===== config.mk =====
export PLATFORM = sky130hd
export DESIGN_NAME = uart_rx
export DESIGN_NICKNAME = d
export VERILOG_FILES = /design/src/rtl/uart_rx.sv
export SDC_FILE = /design/constraint.sdc
export NUM_CORES = 1
export LEC_CHECK = 0
export CAP_MARGIN = 15
export CORE_MARGIN = 4
export CORE_UTILIZATION = 48
export CTS_CLUSTER_SIZE = 10
export DETAILED_ROUTE_END_ITERATION = 10
export GPL_ROUTABILITY_DRIVEN = 0
export PLACE_DENSITY = 0.75
export SETUP_SLACK_MARGIN = 0.05
export SLEW_MARGIN = 20
export SYNTH_ARGS = -nofsm -noshare
export SYNTH_HDL_FRONTEND = slang
export SYNTH_SLANG_ARGS = --single-unit

===== constraint.sdc =====
create_clock -name clk -period 2.25 [get_ports clk]
set_input_delay 0.45 -clock clk [delete_from_list [all_inputs] [get_ports clk]]
set_output_delay 0.45 -clock clk [all_outputs]
set_load 0.005 [all_outputs]

===== src/rtl/uart_rx.sv =====
// uart_rx: 16x-oversampled 8-bit LSB-first UART receiver with a one-entry holding register.
// Define UART_RX_PARITY_EN for 8E1 framing with a parity_err pulse; 8N1 otherwise.
module uart_rx #(
  parameter int CLK_FREQ   = 50000000,
  parameter int BAUD       = 9600,
  parameter int OVERSAMPLE = 16
) (
  input  logic       clk,
  input  logic       aresetn,
  input  logic       rx,
  output logic [7:0] recv,
  output logic       recv_avail,
  input  logic       recv_ack,
  output logic       frame_err,
  output logic       overrun
`ifdef UART_RX_PARITY_EN
  ,
  output logic       parity_err
`endif
);

  localparam int DIV = CLK_FREQ / (BAUD * OVERSAMPLE);
  localparam int DW  = $clog2(DIV) + 1;
  localparam int SW  = $clog2(OVERSAMPLE);

  localparam logic [DW-1:0] D_END = DW'(DIV - 1);
  localparam logic [DW-1:0] D_ONE = DW'(1);
  localparam logic [SW-1:0] S_MID = SW'(OVERSAMPLE / 2 - 1);
  localparam logic [SW-1:0] S_END = SW'(OVERSAMPLE - 1);
  localparam logic [SW-1:0] S_ONE = SW'(1);

  if (OVERSAMPLE < 8 || (OVERSAMPLE % 2) != 0 || DIV < 1) begin : g_bad_cfg
    $error("uart_rx: OVERSAMPLE must be even and >= 8, DIV >= 1");
  end

  typedef enum logic [2:0] {
    S_IDLE,
    S_START,
    S_DATA,
`ifdef UART_RX_PARITY_EN
    S_PARITY,
`endif
    S_STOP,
    S_WAIT
  } state_t;

  logic          rx_meta_q;
  logic          rx_s_q;
  logic [DW-1:0] div_q;
  logic          tick;

  state_t        state_q;
  logic [SW-1:0] scnt_q;
  logic [SW-1:0] scnt_nx;
  logic [2:0]    bcnt_q;
  logic [7:0]    shift_q;
  logic [7:0]    recv_q;
  logic          recv_avail_q;
  logic          frame_err_q;
  logic          overrun_q;
  logic          par_ok;
  logic          bit_end;
  logic          take;

  // Synchronizer resets high so reset release never looks like a start edge
  always_ff @(posedge clk or negedge aresetn) begin
    if (!aresetn) begin
      rx_meta_q <= 1'b1;
      rx_s_q    <= 1'b1;
    end else begin
      rx_meta_q <= rx;
      rx_s_q    <= rx_meta_q;
    end
  end

  always_ff @(posedge clk or negedge aresetn) begin
    if (!aresetn) begin
      div_q <= '0;
    end else if (div_q == D_END) begin
      div_q <= '0;
    end else begin
      div_q <= div_q + D_ONE;
    end
  end

  assign tick    = (div_q == D_END);
  assign bit_end = (scnt_q == S_END);
  assign scnt_nx = bit_end ? '0 : scnt_q + S_ONE;
  assign take    = !recv_avail_q || recv_ack;

`ifdef UART_RX_PARITY_EN
  logic par_q;
  logic parity_err_q;

  assign par_ok = ~(^shift_q ^ par_q);
`else
  assign par_ok = 1'b1;
`endif

  always_ff @(posedge clk or negedge aresetn) begin
    if (!aresetn) begin
      state_q      <= S_IDLE;
      scnt_q       <= '0;
      bcnt_q       <= '0;
      shift_q      <= '0;
      recv_q       <= '0;
      recv_avail_q <= 1'b0;
      frame_err_q  <= 1'b0;
      overrun_q    <= 1'b0;
`ifdef UART_RX_PARITY_EN
      par_q        <= 1'b0;
      parity_err_q <= 1'b0;
`endif
    end else begin
      frame_err_q <= 1'b0;
      overrun_q   <= 1'b0;
`ifdef UART_RX_PARITY_EN
      parity_err_q <= 1'b0;
`endif
      if (recv_avail_q && recv_ack) begin
        recv_avail_q <= 1'b0;
      end
      if (tick) begin
        unique case (state_q)
          S_IDLE: begin
            if (!rx_s_q) begin
              scnt_q  <= '0;
              state_q <= S_START;
            end
          end
          S_START: begin
            if (scnt_q == S_MID) begin
              if (!rx_s_q) begin
                scnt_q  <= '0;
                bcnt_q  <= '0;
                state_q <= S_DATA;
              end else begin
                state_q <= S_IDLE;
              end
            end else begin
              scnt_q <= scnt_q + S_ONE;
            end
          end
          S_DATA: begin
            scnt_q <= scnt_nx;
            if (bit_end) begin
              shift_q <= {rx_s_q, shift_q[7:1]};
              bcnt_q  <= bcnt_q + 3'd1;
              if (bcnt_q == 3'd7) begin
`ifdef UART_RX_PARITY_EN
                state_q <= S_PARITY;
`else
                state_q <= S_STOP;
`endif
              end
            end
          end
`ifdef UART_RX_PARITY_EN
          S_PARITY: begin
            scnt_q <= scnt_nx;
            if (bit_end) begin
              par_q   <= rx_s_q;
              state_q <= S_STOP;
            end
          end
`endif
          S_STOP: begin
            scnt_q <= scnt_nx;
            if (bit_end) begin
              state_q <= rx_s_q ? S_IDLE : S_WAIT;
              if (!rx_s_q) begin
                frame_err_q <= 1'b1;
              end
`ifdef UART_RX_PARITY_EN
              if (!par_ok) begin
                parity_err_q <= 1'b1;
              end
`endif
              if (rx_s_q && par_ok) begin
                if (take) begin
                  recv_q       <= shift_q;
                  recv_avail_q <= 1'b1;
                end else begin
                  overrun_q <= 1'b1;
                end
              end
            end
          end
          // A held-low line (break) must go high before a new start is armed
          S_WAIT: begin
            if (rx_s_q) begin
              state_q <= S_IDLE;
            end
          end
          default: state_q <= S_IDLE;
        endcase
      end
    end
  end

  assign recv       = recv_q;
  assign recv_avail = recv_avail_q;
  assign frame_err  = frame_err_q;
  assign overrun    = overrun_q;
`ifdef UART_RX_PARITY_EN
  assign parity_err = parity_err_q;
`endif

endmodule


# Word level (Yosys, flattened, before mapping)

Index checks and enable logic that the tools add are counted.

Bits in registers: 41
Input port bits: 4
Output and inout port bits: 11
Word-level logic and storage cells: 74

Add/subtract/negate cells: 3
Eq/ne operators: 15
Muxes and demuxes: 33
Reductions and logical operators: 12

Operator list:

| cell                                                                    | count |
|---|---|
| 3-bit two-way mux                                                       | 10 |
| 1-bit two-way mux                                                       | 15 |
| 3-bit one-hot mux with 5 select lines                                   | 1 |
| 2-bit inequality test (second input constant)                           | 7 |
| 4-bit two-way mux                                                       | 3 |
| 4-bit one-hot mux with 3 select lines                                   | 1 |
| 10-bit by 1-bit adder with 10-bit output (second input constant)        | 1 |
| 10-bit by 9-bit equality test with 1-bit output (second input constant) | 1 |
| 10-bit two-way mux                                                      | 1 |
| 5-bit AND reduction                                                     | 2 |
| 7-bit AND reduction                                                     | 1 |
| 3-bit by 2-bit equality test with 1-bit output (second input constant)  | 2 |
| 3-bit equality test (second input constant)                             | 2 |
| 3-bit one-hot mux with 2 select lines                                   | 1 |
| 4-bit by 1-bit adder with 4-bit output (second input constant)          | 1 |
| 4-bit by 3-bit equality test with 1-bit output (second input constant)  | 1 |
| 4-bit equality test (second input constant)                             | 1 |
| 3-bit by 1-bit adder with 3-bit output (second input constant)          | 1 |
| 3-bit by 1-bit equality test with 1-bit output (second input constant)  | 1 |
| 3-bit logical NOT                                                       | 1 |
| 3-bit AND reduction                                                     | 1 |
| 3-bit nonzero test                                                      | 1 |
| 2-bit two-way mux                                                       | 1 |
| 2-bit AND reduction                                                     | 1 |
| other kinds (5)                                                         | 5 |

# Longest topological paths before layout

Gate-level depths: netlist (run 1).

Word-level depth: 7
Mapped depth: 8
Gate-level depth less buffers: 6

# Worst setup path before layout (run 1)

No wires, ideal clock.

Path type: register to register
Start point: register div_q[7]
End point: register recv_q[0] (netlist: recv[0])
Library setup time: 0.125 ns
Data arrival time: 2.160 ns
Data required time: 2.125 ns
Setup slack: -0.035 ns
Stages on the path, launching flop included: 6
Buffers on the path: 1
Clock period less this slack: 2.285 ns
Cell sequence: dfrtp_1 -> or3b_4 -> or3_1 -> buf_6 -> nor4_4 -> mux2_2

Word-level cells in the longest chain between the ends: 2

RTL lines:

| element                                         | RTL line | source |
|---|---|---|
| from (decl)                                     | 49       | `logic [DW-1:0] div_q;` |
| from (signal assigned)                          | 82       | `div_q <= div_q + D_ONE;` |
| 10-bit by 9-bit equality test with 1-bit output | 86       | `assign tick = (div_q == D_END);` |
| 5-bit AND reduction (no source line)            | -        |  |
| to (signal assigned)                            | 181      | `recv_q <= shift_q;` |
| to (decl)                                       | 57       | `logic [7:0] recv_q;` |

No other way between the ends.
A chain may end at the register's enable or synchronous reset.

# Worst setup path after layout (run 1)

Start point: register div_q[4]
End point: register shift_q[3]

Word-level cells in the longest chain between the ends: 2

RTL lines:

| element                                         | RTL line | source |
|---|---|---|
| 10-bit by 9-bit equality test with 1-bit output | 86       |  |
| 3-bit AND reduction (no source line)            | -        |  |
| to (signal assigned)                            | 147      | `shift_q <= {rx_s_q, shift_q[7:1]};` |
| to (decl)                                       | 56       | `logic [7:0] shift_q;` |

No other way between the ends.

==> results.md, run 1 <==
- Post-synthesis adder-cell area fraction: 3.358%
- Mapped Nets: 164
- Die X: 70.30 microns
- Reg area: 1028 sq um
- All-Layer GR Usage: 15.73%
- Synth Cell Area: 1863 sq um
- Diode count: 0
- F_max: 469.1 MHz
- Max VDD drop: 0.0003910 V
- Critical-path cell list: or3b_4, or3_4, nor4_4, buf_6, mux2_2
- Slew headroom: 66.92%
- Chip Height: 70.30 microns
- Setup TNS: 0 ps
- Crit path buffers/inverters: 1
- Final HPWL DP: 2.472 mm
- DRC: 0
- Most frequent cells in the layout: dfrtp_1, mux2_2, clkdlybuf4s50_1, buf_4, nor2_1
- EDFF count, synth: 0
- Initial Util: 50.13%
- Critical Path Sink Type: flop
- Routed Wire Length: 3.451 mm
- WP data arrival: 2310 ps
- Cell family with most CP delay: simple AND/OR/NAND/NOR gates
- CP startpoint kind: flop
- Endpoints failing hold: 0
- Max-cap violations: 0
- Seq/Total Area, Yosys: 55.20%
- RSZ-0062 raised after global routing: false
- Die area: 4942 sq um
- DR pass1 iterations: 4
- Post-synth top area cell: dfrtp_1
- Tightest Hold Check Type: primary input to async pin
- Hold_buf cts: 0
- CP Max Fanout: 7
- Later-pin clock latency in the skew report: 290 ps
- Vias in the first global route: 1323
- P_leak: 1.019 nW
- Clock Sinks: 41
- Period Utilization, post-route: 94.73%
- Setup CP Type: flop to flop
- Final worst slack: 118.5 ps
- Finished Layout Cells: 233
- Status: complete, no violations
- Pins Over Slew Limit: 0
- Synth cell types: 39
- Post-synthesis simple-gate area fraction: 16.72%
- Wire per inst: 14.81 microns
- # rows: 22
- Root buf cell: clkbuf_8
- Commonest non-fill, non-tap cell in the layout: dfrtp_1
- Worst Tran Pin Value: 496.2 ps
- Largest net degree at the start of global routing: 42
- Largest family of logic cells by synthesized area: simple AND/OR/NAND/NOR gates
- Synth Area in Compound Gates: 5.709%
- Asr flop ratio synth: 100.0%
- H-tree levels: 2
- # port buffers: 14
- Post-Place Worst Slack: 6.405 ps
- Top-area cell type share of the netlist area: 52.38%
- Syn_area_per_cell: 12.02 sq um
- WP data required: 2430 ps
- Core area: 3716 sq um
- # fillers: 312
- Synth Register Bits: 41
- Routed vias: 1251
- Clock buffer depth: 2
- Initial antenna violation count: 0
- Syn-to-layout area delta: 20.01%
- DR vias/cell: 5.369
- Tmin final: 2132 ps
- Final nets: 193
- Critical path's slowest cell: or3_4
- Mux contribution to synthesized area: 11.42%
- CTS Buf Count: 5
- TritonCTS clock tree: done
- Share of layout cells above drive strength 1: 26.49%
- Ranking of synthesized cells by area: dfrtp_1, mux2_2, ha_1, dfstp_2, xor2_1
- Setup Skew: 6.796 ps
- Top_reg_cell synth: dfrtp_1
- Final setup viols: 0
- Post-synthesis xor/xnor area fraction: 4.701%
- Post-Place Cells: 225
- Mapped Cells: 155
- Iter 0 DRT Violations: 67
- Yosys warns: 0
- Routed Antenna Nets: 0
- I/O pins: 15
- CP peak stage delay: 430 ps
- Clock input transition at the sequential cells of the worst setup and hold paths: 80 ps
- Multi-input logic area: 794.5 sq um
- GR Overflow Total: 0
- First-pass GRT wire length: 6.092 mm
- PD cells: 549.5 nW/um^2
[per-stage QoR]
stage                     power [mW]  cell area [sq um]  utilization, %  hold WS [ps]
after global placement        0.7802               2141           57.61         348.0
after global routing           1.275               2236           60.17         249.0
after detailed placement      0.7810               2141           57.61         347.3
final                          1.229               2236           60.17         205.4
after CTS                      1.246               2232           60.07         215.9
after floorplan               0.7600               1874               -         154.4
[kinds of logic (layout without fill, tap and decap cells)]
family                     count (synthesis)  in the layout
and+or+nand+nor                           52             52
DFF                                       41             41
muxes                                     19             19
AOI/OAI and AO/OA                         16             16
buffers and inverters                     12             42
xor gates and xnor gates                  10             10
adders and majority gates                  5              5
[cells in the mapped netlist, types with 4 or more instances]
library cell  count
clkbuf_1          4
dfrtp_1          39
ha_1              5
inv_1             6
mux2_2           18
nand2_1          10
nand2b_1          4
nand3_1           5
nor2_1           12
o21ai_0           5
xnor2_1           4
xor2_1            6
[power breakdown]
group | total (mW) | internal, mW | switching (mW)
clock | 0.463 | 0.214 | 0.249
sequential | 0.742 | 0.740 | 0.00268
combinational | 0.0230 | 0.00663 | 0.0164
[cell type report]
class	instances	share of cell area, %
inverters	6	1.007
well taps	48	2.686
clock inverters	3	0.7834
flip-flops and latches	41	46.00
repair buffers	28	10.91
clock buffers	5	3.078
multi-input cells	102	35.53
[what timing repair did]
action | CTS | global route
endpoints found under the setup margin | 8 | 1
setup buffers | 0 | 0
resized for setup | 1 | 1
[registers in the layout, summed over array words and instances, names as in the netlist]
name and flops:
div_q 10, shift_q 8, recv 8, rx_s_q 1
scnt_q 4, rx_meta_q 1, overrun 1, frame_err 1
recv_avail 1, bcnt_q 3, state_q 3
[path summary, 6_finish.rpt]
path / from / cells after the start / slack, ps / end
worst max-delay path: div_q[4] / 5 / 120 / shift_q[3]
worst min-delay path: aresetn / 2 / 210 / scnt_q[3]
worst max register to register: div_q[4] / 5 / 120 / shift_q[3]
worst min register to register: rx_meta_q / 0 / 360 / rx_s_q
max in group asynchronous: aresetn / 2 / 1680 / rx_meta_q
min in group clk: rx_meta_q / 0 / 360 / rx_s_q
[layer usage]
| metal | wire, microns | track usage, % |
|---|---|---|
| met1 | 1507 | 18.65 |
| met3 | 161 | 5.755 |
| met4 | 35 | 5.745 |
| met5 | 0 | 0 |
| met2 | 1747 | 25.99 |
[worst register-to-register path, cell delays in order (launching register included)]
cell and delay, ps:
dfrtp_1 380, or3b_4 400, or3_4 430, nor4_4 290, buf_6 180, mux2_2 340
Note: power is estimated with default switching activity, not from simulation.
==> run 2: changes to the inputs <==
CELL_PAD_IN_SITES_DETAIL_PLACEMENT = 0   (was unset)
CELL_PAD_IN_SITES_GLOBAL_PLACEMENT = 2   (was unset)
CORE_UTILIZATION = 35   (was 48)
PLACE_DENSITY = 0.79   (was 0.75)
SLEW_MARGIN = unset   (was 20)
==> results.md, run 2 (synthesis gave the netlist of run 1 again) <==
- Clock buffer depth: 2 (unchanged)
- H-tree levels: 2 (unchanged)
- Part of the power in registers: 54.7% (-5.7 points)
- Worst reg2reg path depth: 4 (-1)
- Share of layout cells above drive strength 1: 26.49% (unchanged)
- Setup TNS: 0 ps (unchanged)
- Internal power: 1.078 mW (+12%)
- First-pass GRT wire length: 6.085 mm (-0.11%)
- Later-pin clock latency in the skew report: 290 ps (about the same)
- Die area: 6555 sq um (+33%)
- Chip Height: 80.96 microns (+15%)
- Final HPWL DP: 2.455 mm (-0.69%)
- # fillers: 508 (+63%)
- Routed Wire Length: 3.443 mm (-0.23%)
- Hold_buf cts: 0 (unchanged)
- Tightest Hold Check Type: primary input to async pin
- GR Overflow Total: 0 (unchanged)
- Syn-to-layout area delta: 22.90%
- DRC: 0 (unchanged)
- Final setup viols: 0 (unchanged)
- Fin area: 2290 sq um (+2.4%)
- Endpoints failing hold: 0 (unchanged)
- P_leak: 1.033 nW (+1.4%)
- WP data arrival: 2310 ps (about the same)
- Pins Over Slew Limit: 0 (unchanged)
- Diode count: 0 (unchanged)
- Initial antenna violation count: 0 (unchanged)
- Critical path's slowest cell: or4_4
- CP peak stage delay: 550 ps (+120 ps)
- Critical Path Sink Type: flop
- TritonCTS clock tree: done
- Cell Area, Placed: 2168 sq um (+1.3%)
- Core area: 5140 sq um (+38%)
- Vias in the first global route: 1302 (-1.6%)
- All-Layer GR Usage: 12.23% (-3.5 points)
- Worst Setup SP: div_q[4]
- Status: complete, no violations
- Sw Pwr: 278.3 uW (+3.7%)
- Clock Sinks: 41 (unchanged)
- Net Sw Frac: 20.51% (-1.3 points)
- Post-Place Worst Slack: 13.43 ps (+7.024 ps)
- Reg2reg end: bcnt_q[0]
- WP data required: 2430 ps (about the same)
- Clock share of power: 43.6% (+5.9 points)
- Final nets: 193 (unchanged)
- Setup bufs post-CTS: 0 (unchanged)
- DR vias/cell: 4.855 (-9.6%)
- Tmin final: 2130 ps (-1.262 ps)
- Commonest non-fill, non-tap cell in the layout: dfrtp_1
- F_max: 469.4 MHz (about the same)
- CP startpoint kind: flop
- R2R Setup Slk: 120 ps (about the same)
- Crit path capture: bcnt_q[0]
- Max reg flops: 10 (unchanged)
- Worst Tran Pin Value: 513.8 ps (+17.64 ps)
- RSZ-0062 raised after global routing: false
- Period Utilization, post-route: 94.68% (about the same)
- Final core utilization: 44.55% (-16 points)
- DR pass1 iterations: 4 (unchanged)
- I/O pins: 15 (unchanged)
- Critical-path cell list: or3b_4, or3_4, or4_4, mux2_2
- PD cells: 592.6 nW/um^2 (+7.8%)
- Max VDD drop: 0.0003167 V (-19%)
- Initial Util: 36.25% (-14 points)
- Reg with most FFs: div_q
- Worst R2R Start: div_q[4]
- Setup Skew: 9.936 ps (+3.140 ps)
- Routed Antenna Nets: 0 (unchanged)
- CTS Buf Count: 5 (unchanged)
- # port buffers: 14 (unchanged)
- Max-cap violations: 0 (unchanged)
- WP depth: 4 (-1)
- Root buf cell: clkbuf_8
- Iter 0 DRT Violations: 25 (-63%)
- Final worst slack: 119.7 ps (+1.262 ps)
- Cell family with most CP delay: simple AND/OR/NAND/NOR gates
- Crit path buffers/inverters: 0 (-1)
- Comb power frac: 1.7% (-0.2 points)
- Largest net degree at the start of global routing: 42 (unchanged)
- Die X: 80.96 microns (+15%)
- Routed vias: 1238 (-1.0%)
- Total power: 1.357 mW (+10%)
- Setup CP Type: flop to flop
- Most frequent cells in the layout: dfrtp_1, mux2_2, clkdlybuf4s50_1, buf_4, nor2_1
- Wire per inst: 13.50 microns (-8.8%)
- CP Max Fanout: 5 (-2)
- Clock input transition at the sequential cells of the worst setup and hold paths: 80 ps (about the same)
- Slew headroom: 65.75% (-1.2 points)
- # rows: 26 (+18%)
[run 2: cell count changes in the layout (fill, tap and decap cells not counted), sizes merged]
cell,before,now
clkinvlp,1,0
bufinv,0,1
clkinv,2,1
inv,6,7
[run 2: timing repair]
item,in CTS,in global routing
resized for setup,1,1
endpoints found under the setup margin,10,8
pin swaps,0,0
[run 2: power by group through the flow]
stage | clock network [mW] | registers [mW] | logic, mW
after detailed placement | 0 | 0.757 | 0.0247
after floorplan | 0 | 0.754 | 0.00552
after global placement | 0 | 0.757 | 0.0241
final | 0.591 | 0.742 | 0.0232
after CTS | 0.623 | 0.742 | 0.0249
after global routing | 0.661 | 0.743 | 0.0278
[run 2: final cells by class]
class	count	area, sq um	share of cell area [%]
flip-flops and latches	41	1028	44.92
multi-input cells	102	794.5	34.70
repair buffers	28	244.0	10.66
well taps	70	87.58	3.825
clock buffers	5	68.82	3.005
clock inverters	3	43.79	1.913
inverters	6	22.52	0.9836
[run 2: stage by stage]
step | std cells | hold slack, ps
after floorplan | 155 | 154.4
after global placement | 247 | 348.7
after detailed placement | 247 | 348.7
after CTS | 255 | 228.2
after global routing | 255 | 246.0
final | 255 | 214.1
[run 2: worst min path at each step]
stage,to,slack (ps)
after global placement,rx_s_q,350
final,scnt_q[3],210
after floorplan,bcnt_q[0],150
after global routing,scnt_q[3],250
after CTS,scnt_q[3],230
after detailed placement,rx_s_q,350
[run 2: worst register-to-register path: cells and delay by family (launching register included)]
family           cells  cell delay [ps]
AND/OR/NAND/NOR      3             1370
flip-flops           1              380
multiplexers         1              280
[run 2: routing by layer]
metal | wire (microns) | global-route usage, % | up-vias
met5 | 0 | 0 | -
met2 | 1604 | 18.97 | 33
li1 | - | - | 602
met4 | 51 | 4.392 | 0
met3 | 140 | 4.324 | 6
met1 | 1647 | 15.79 | 597
